**src/rtl/config_chain_pkg.sv**
```systemverilog
// Shared definitions for the tile configuration chain loader:
// controller states and word-count helper.
package config_chain_pkg;

  typedef enum logic [1:0] {
    IDLE  = 2'd0,
    FETCH = 2'd1,
    SHIFT = 2'd2,
    DONE  = 2'd3
  } loader_state_e;

  function automatic int words_for_chain(input int chain_length, input int word_width);
    return (chain_length + word_width - 1) / word_width;
  endfunction

endpackage

```
**src/rtl/config_chain_loader_if.sv**
```systemverilog
// Host-side stream of the configuration loader: bitstream words in,
// displaced chain contents back out as readback words.
interface config_chain_loader_if #(
  parameter int WORD_WIDTH = 8
) ();

  logic [WORD_WIDTH-1:0] word_data;
  logic                  word_valid;
  logic                  word_ready;
  logic [WORD_WIDTH-1:0] readback_data;
  logic                  readback_valid;

  modport master (
    output word_data,
    output word_valid,
    input  word_ready,
    input  readback_data,
    input  readback_valid
  );

  modport slave (
    input  word_data,
    input  word_valid,
    output word_ready,
    output readback_data,
    output readback_valid
  );

endinterface

```
**src/rtl/config_readback_deserializer.sv**
```systemverilog
// Collects the bits falling out of the end of the chain into readback words,
// LSB first, strobing each full word and the zero-padded final partial word.
module config_readback_deserializer #(
  parameter int WORD_WIDTH = 8
) (
  input  logic                  clock,
  input  logic                  config_nreset,
  input  logic                  clear,
  input  logic                  sample_enable,
  input  logic                  sample_bit,
  input  logic                  last_bit,
  output logic [WORD_WIDTH-1:0] readback_data,
  output logic                  readback_valid
);

  localparam int CNT_W = $clog2(WORD_WIDTH + 1);

  logic [WORD_WIDTH-1:0] sample_reg;
  logic [CNT_W-1:0]      sample_cnt;
  logic [WORD_WIDTH-1:0] merged;
  logic                  word_full;

  always_comb begin
    merged    = sample_reg | (WORD_WIDTH'(sample_bit) << sample_cnt);
    word_full = (sample_cnt == CNT_W'(WORD_WIDTH - 1));
  end

  // The assembly register is cleared after every strobe so a short final word
  // comes out with zeros in its unused high bits.
  always_ff @(posedge clock or negedge config_nreset) begin
    if (!config_nreset) begin
      sample_reg     <= '0;
      sample_cnt     <= '0;
      readback_data  <= '0;
      readback_valid <= 1'b0;
    end else begin
      readback_valid <= 1'b0;
      if (clear) begin
        sample_reg <= '0;
        sample_cnt <= '0;
      end else if (sample_enable) begin
        if (word_full || last_bit) begin
          readback_data  <= merged;
          readback_valid <= 1'b1;
          sample_reg     <= '0;
          sample_cnt     <= '0;
        end else begin
          sample_reg <= merged;
          sample_cnt <= sample_cnt + 1'b1;
        end
      end
    end
  end

endmodule

```
**src/rtl/config_chain_loader.sv**
```systemverilog
// Writer side of the tile configuration chain: serializes host words onto the
// chain one bit per cycle while capturing the displaced contents for readback.
module config_chain_loader
  import config_chain_pkg::*;
#(
  parameter int WORD_WIDTH   = 8,
  parameter int CHAIN_LENGTH = 1024
) (
  input  logic                  clock,
  input  logic                  config_nreset,
  input  logic                  start,
  input  logic                  abort,
  config_chain_loader_if.slave  host,
  output logic                  chain_config_in,
  output logic                  chain_config_enable,
  input  logic                  chain_config_out,
  output logic                  busy,
  output logic                  done
);

  localparam int COUNT_WIDTH = $clog2(CHAIN_LENGTH + 1);
  localparam int WORD_COUNT  = words_for_chain(CHAIN_LENGTH, WORD_WIDTH);
  localparam int WORD_CNT_W  = $clog2(WORD_COUNT + 1);
  localparam int REM_W       = $clog2(WORD_WIDTH + 1);
  localparam int LAST_K      = CHAIN_LENGTH - (WORD_COUNT - 1) * WORD_WIDTH;

  localparam logic [COUNT_WIDTH-1:0] LAST_BIT  = COUNT_WIDTH'(CHAIN_LENGTH - 1);
  localparam logic [WORD_CNT_W-1:0]  LAST_WORD = WORD_CNT_W'(WORD_COUNT - 1);

  localparam logic [1:0] ST_IDLE  = IDLE;
  localparam logic [1:0] ST_FETCH = FETCH;
  localparam logic [1:0] ST_SHIFT = SHIFT;
  localparam logic [1:0] ST_DONE  = DONE;

  logic [1:0]            state;
  logic [COUNT_WIDTH-1:0] bit_cnt;
  logic [WORD_CNT_W-1:0] word_cnt;
  logic [REM_W-1:0]      bits_left;
  logic [WORD_WIDTH-1:0] shift_reg;
  logic                  word_ready_q;
  logic                  final_bit;
  logic                  readback_clear;

  assign host.word_ready = word_ready_q;
  assign final_bit       = (bit_cnt == LAST_BIT);
  assign readback_clear  = abort && busy;

  // Only the last word of the chain is short; every other word shifts all of
  // its bits, so the length is picked from the word index rather than a subtract.
  always_ff @(posedge clock or negedge config_nreset) begin
    if (!config_nreset) begin
      state               <= ST_IDLE;
      bit_cnt             <= '0;
      word_cnt            <= '0;
      bits_left           <= '0;
      shift_reg           <= '0;
      word_ready_q        <= 1'b0;
      chain_config_in     <= 1'b0;
      chain_config_enable <= 1'b0;
      busy                <= 1'b0;
      done                <= 1'b0;
    end else begin
      case (state)
        ST_IDLE: begin
          if (start) begin
            state        <= ST_FETCH;
            busy         <= 1'b1;
            word_ready_q <= 1'b1;
            bit_cnt      <= '0;
            word_cnt     <= '0;
          end
        end
        ST_FETCH: begin
          if (abort) begin
            state        <= ST_IDLE;
            busy         <= 1'b0;
            word_ready_q <= 1'b0;
            bit_cnt      <= '0;
            word_cnt     <= '0;
            bits_left    <= '0;
          end else if (host.word_valid) begin
            state               <= ST_SHIFT;
            word_ready_q        <= 1'b0;
            shift_reg           <= host.word_data >> 1;
            chain_config_in     <= host.word_data[0];
            chain_config_enable <= 1'b1;
            bits_left           <= (word_cnt == LAST_WORD) ? REM_W'(LAST_K) : REM_W'(WORD_WIDTH);
            word_cnt            <= word_cnt + 1'b1;
          end
        end
        ST_SHIFT: begin
          if (abort) begin
            state               <= ST_IDLE;
            busy                <= 1'b0;
            chain_config_in     <= 1'b0;
            chain_config_enable <= 1'b0;
            bit_cnt             <= '0;
            word_cnt            <= '0;
            bits_left           <= '0;
          end else begin
            bit_cnt   <= bit_cnt + 1'b1;
            bits_left <= bits_left - 1'b1;
            shift_reg <= shift_reg >> 1;
            if (bits_left == REM_W'(1)) begin
              chain_config_in     <= 1'b0;
              chain_config_enable <= 1'b0;
              if (final_bit) begin
                state <= ST_DONE;
                done  <= 1'b1;
                busy  <= 1'b0;
              end else begin
                state        <= ST_FETCH;
                word_ready_q <= 1'b1;
              end
            end else begin
              chain_config_in <= shift_reg[0];
            end
          end
        end
        ST_DONE: begin
          state <= ST_IDLE;
          done  <= 1'b0;
        end
        default: state <= ST_IDLE;
      endcase
    end
  end

  config_readback_deserializer #(
    .WORD_WIDTH(WORD_WIDTH)
  ) u_readback (
    .clock         (clock),
    .config_nreset (config_nreset),
    .clear         (readback_clear),
    .sample_enable (chain_config_enable),
    .sample_bit    (chain_config_out),
    .last_bit      (final_bit),
    .readback_data (host.readback_data),
    .readback_valid(host.readback_valid)
  );

endmodule

```
**src/flat_wrapper.sv**
```systemverilog
// flat-port wrapper written by rule: the top's interface ports become plain ports
module config_chain_loader_flat import config_chain_pkg::*;
#(
  parameter int WORD_WIDTH   = 8,
  parameter int CHAIN_LENGTH = 1024
)
  (clock, config_nreset, start, abort, chain_config_in, chain_config_enable, chain_config_out, busy, done, host_word_data, host_word_valid, host_word_ready, host_readback_data, host_readback_valid);
  config_chain_loader_if #(.WORD_WIDTH(WORD_WIDTH)) host_i ();
  input  logic clock;
  input  logic config_nreset;
  input  logic start;
  input  logic abort;
  output logic chain_config_in;
  output logic chain_config_enable;
  input  logic chain_config_out;
  output logic busy;
  output logic done;
  input wire logic [$bits(host_i.word_data)-1:0] host_word_data;
  input wire logic [$bits(host_i.word_valid)-1:0] host_word_valid;
  output wire logic [$bits(host_i.word_ready)-1:0] host_word_ready;
  output wire logic [$bits(host_i.readback_data)-1:0] host_readback_data;
  output wire logic [$bits(host_i.readback_valid)-1:0] host_readback_valid;
  assign host_i.word_data = host_word_data;
  assign host_i.word_valid = host_word_valid;
  assign host_word_ready = host_i.word_ready;
  assign host_readback_data = host_i.readback_data;
  assign host_readback_valid = host_i.readback_valid;
  config_chain_loader #(.WORD_WIDTH(WORD_WIDTH), .CHAIN_LENGTH(CHAIN_LENGTH)) u_core (.clock(clock), .config_nreset(config_nreset), .start(start), .abort(abort), .host(host_i), .chain_config_in(chain_config_in), .chain_config_enable(chain_config_enable), .chain_config_out(chain_config_out), .busy(busy), .done(done));
endmodule
```
**config.mk**
```make
export PLATFORM = sky130hd
export DESIGN_NAME = config_chain_loader_flat
export DESIGN_NICKNAME = d
export VERILOG_FILES = /design/src/rtl/config_chain_pkg.sv /design/src/rtl/config_chain_loader_if.sv /design/src/rtl/config_readback_deserializer.sv /design/src/rtl/config_chain_loader.sv /design/src/flat_wrapper.sv
export SDC_FILE = /design/constraint.sdc
export NUM_CORES = 1
export LEC_CHECK = 0
export ABC_AREA = 1
export ABC_CLOCK_PERIOD_IN_PS = 2700
export CAP_MARGIN = 40
export CELL_PAD_IN_SITES_DETAIL_PLACEMENT = 1
export CELL_PAD_IN_SITES_GLOBAL_PLACEMENT = 1
export CORE_MARGIN = 10
export CORE_UTILIZATION = 45
export DETAILED_ROUTE_END_ITERATION = 6
export PLACE_DENSITY = 0.84
export SLEW_MARGIN = 20
export SYNTH_ARGS = -nofsm -noshare
export SYNTH_HDL_FRONTEND = slang
export SYNTH_SLANG_ARGS = --single-unit
export TNS_END_PERCENT = 30
```
**constraint.sdc**
```tcl
create_clock -name clock -period 2.7 [get_ports clock]
set_input_delay 0.81 -clock clock [delete_from_list [all_inputs] [get_ports clock]]
set_output_delay 0.81 -clock clock [all_outputs]
set_load 0.02 [all_outputs]
```
==> reports/results.txt <==
Slew Limit Fails -> 0
CP Class -> flip-flop to output port
Area of the mapped netlist -> 2670 um^2
Total number of vias -> 2317
Worst-skew pair later-pin latency -> 0.31 ns
Worst path slowest cell -> clkdlybuf4s50_1
Distinct cells, synth -> 28
Met3 Usage GRT -> 0.0334
Initial antenna violation count -> 0
DIE WIDTH -> 97.0 um
VDD IR-drop max -> 0.500 mV
Largest net degree at the start of global routing -> 51
Clock sinks -> 50
Max-Cap Viols -> 0
Fin cells -> 448
Crit path time final -> 2.17 ns
Status -> finished, final reports clean
Longest Clk Path Bufs -> 2
Dpl hpwl -> 5.04 mm
Worst reg2reg path endpoint -> u_core.state[0]
Register area share after synthesis -> 0.469
Layout cell share with drive strength beyond 1 -> 0.0878
FF-to-FF Start -> u_core.state[0]
Cts bufs inserted -> 5
Worst Setup End Kind -> output port
Ant. Diodes -> 0
Setup repair after global routing missed its margin -> false
Nets -> 398
Hold_buf cts -> 0
P&R area growth vs syn -> 18.5%
CTS tree -> done
Hold WC Path Type -> flip-flop to flip-flop
P per Cell Area -> 1060 nW/um^2
Met2 Use GR -> 0.258
DR vias/cell -> 5.17
GRT Util Overall -> 0.147
Crit start category -> flip-flop
Row count -> 27
Crit-path cells -> clkdlybuf4s50_1
Die Y -> 97.0 um
Vias in the first global route -> 2547
Drt wl/cell -> 15.1 um
WHS -> 0.485 ns
Tightest Pin Transition -> 0.646 ns
Root Driver -> clkbuf_8
Number of I/O port buffers -> 27
DRT Wirelength -> 6.75 mm
Die area -> 9410 um^2
Core Area -> 5640 um^2
Clock transition at path regs -> 0.09 ns
Setup TNS -> 0 ns
Final Setup Violations -> 0
Initial Util -> 0.473
Drt first pass iters -> 4
Worst path max stage delay -> 0.63 ns
Largest delay share family, worst path -> buffers and inverters
Total global routing overflow -> 0
Most Crowded Layer GR -> met2
Slew headroom -> 0.569
First-pass GRT wire length -> 12.0 mm
Worst reg-to-reg setup slack -> 0.72 ns
Io pins -> 28
Cells after DPL -> 440
CP arrival -> 1.36 ns
Htree depth -> 2
Reg2reg path depth -> 8
Syn Area/Cell -> 7.81 um^2
Post-CTS setup buffer count -> 0
PostCTS Resize Cnt -> 0
Hold Path Cell Cnt -> 2
CP bufs+invs -> 1
GPL Wtd Cong -> 0.822
YS warnings -> 0
Worst path required time -> 1.89 ns
Final cycle utilization of the critical path -> 0.804
DRT iter0 DRCs -> 87
Routed Antenna Nets -> 0
Syn Inst Count -> 342
Drt drc -> 0
Hold_sp -> u_core.host.word_ready
Final Skew -> 0.0111 ns
Max reg flops -> 11
Hold Fails Final Rpt -> 0
Flops & latches, synth -> 50
Leak Pwr -> 1.55 nW
FMAX -> 461 MHz
Met1 Use GR -> 0.176
CP max FO -> 4
Hold Path Sink -> u_core.host.word_ready
Syn_nets -> 365
worst max path at each step:
| stage | startpoint | endpoint | slack, ns | cells after the start |
|---|---|---|---|---|
| 6_report | u_core.busy | busy | 0.53 | 1 |
| 5_1_grt | abort | u_core.bit_cnt[9] | 0.45 | 10 |
| 4_1_cts | u_core.busy | busy | 0.51 | 1 |
| 3_5_place_dp | abort | u_core.bit_cnt[9] | 0.26 | 10 |
| 3_3_place_gp | abort | u_core.bit_cnt[9] | 0.38 | 10 |
| 2_1_floorplan | u_core.state[0] | u_core.bit_cnt[9] | 1.11 | 11 |
metrics by stage:
step	setup slack [ns]	utilization	instance area [um^2]	power, mW
final	0.529	0.561	3160	3.36
after global routing	0.452	0.561	3160	3.65
after CTS	0.510	0.561	3160	3.40
after detailed placement	0.259	0.536	3030	2.74
after global placement	0.383	0.536	3030	2.63
after floorplan	1.11	-	2670	2.19
per-layer routing:
| metal | vias to the layer above | routed length (um) |
|---|---|---|
| met5 | - | 0 |
| met4 | 0 | 53 |
| met3 | 8 | 220 |
| met2 | 28 | 3470 |
| met1 | 1125 | 3000 |
| li1 | 1156 | - |
logic make-up after synthesis:
| group | count (synthesis) | share of synthesized area |
|---|---|---|
| flip-flops | 50 | 0.469 |
| buffers and inverters | 59 | 0.0886 |
| XOR/XNOR | 2 | 0.00656 |
| AND/OR/NAND/NOR | 160 | 0.269 |
| AO/OA/AOI/OAI | 62 | 0.126 |
| adder cells (fa/ha/maj) | 9 | 0.0422 |
synth_stat cells, drive strengths merged:
master    n  share of area
nand2   102           0.15
or2       1         0.0023
o22ai     9          0.021
nand4     7          0.016
buf       5          0.013
dfrtp    50           0.47
nor3      2         0.0056
a21boi    1         0.0028
xor2      1         0.0033
a21oi    12          0.022
nand3    21          0.046
xnor2     1         0.0033
o21ai    40          0.079
nor2     27          0.045
inv      53          0.075
ha        9          0.042
clkbuf    1         0.0014
report_power, final:
part           internal [mW]  switching (mW)  total [mW]
clock network          0.371           0.261       0.633
logic                  0.555           0.995        1.55
registers               1.00           0.171        1.17
total                   1.93            1.43        3.36
cell type report:
cell class	count	area, um^2
fillers	725	2480
flip-flops and latches	50	1250
multi-input cells	233	1180
repair buffers	32	303
inverters	53	199
well taps	72	90.1
clock buffers	5	68.8
clock inverters	3	68.8
layout by cell type, fill, tap and decap left out, drive strengths merged:
cell,netlist,final
clkbuf,1,5
o21ai,40,40
bufinv,0,2
or2,1,1
nand3,21,21
ha,9,9
clkdlybuf4s50,0,26
dfrtp,50,50
o22ai,9,9
a21oi,12,12
a21boi,1,1
nor3,2,2
nor2,27,27
xnor2,1,1
xor2,1,1
nand2,102,102
clkinv,0,1
inv,53,53
buf,5,6
nand4,7,7
No activity file was read; power rests on OpenSTA's default activity.
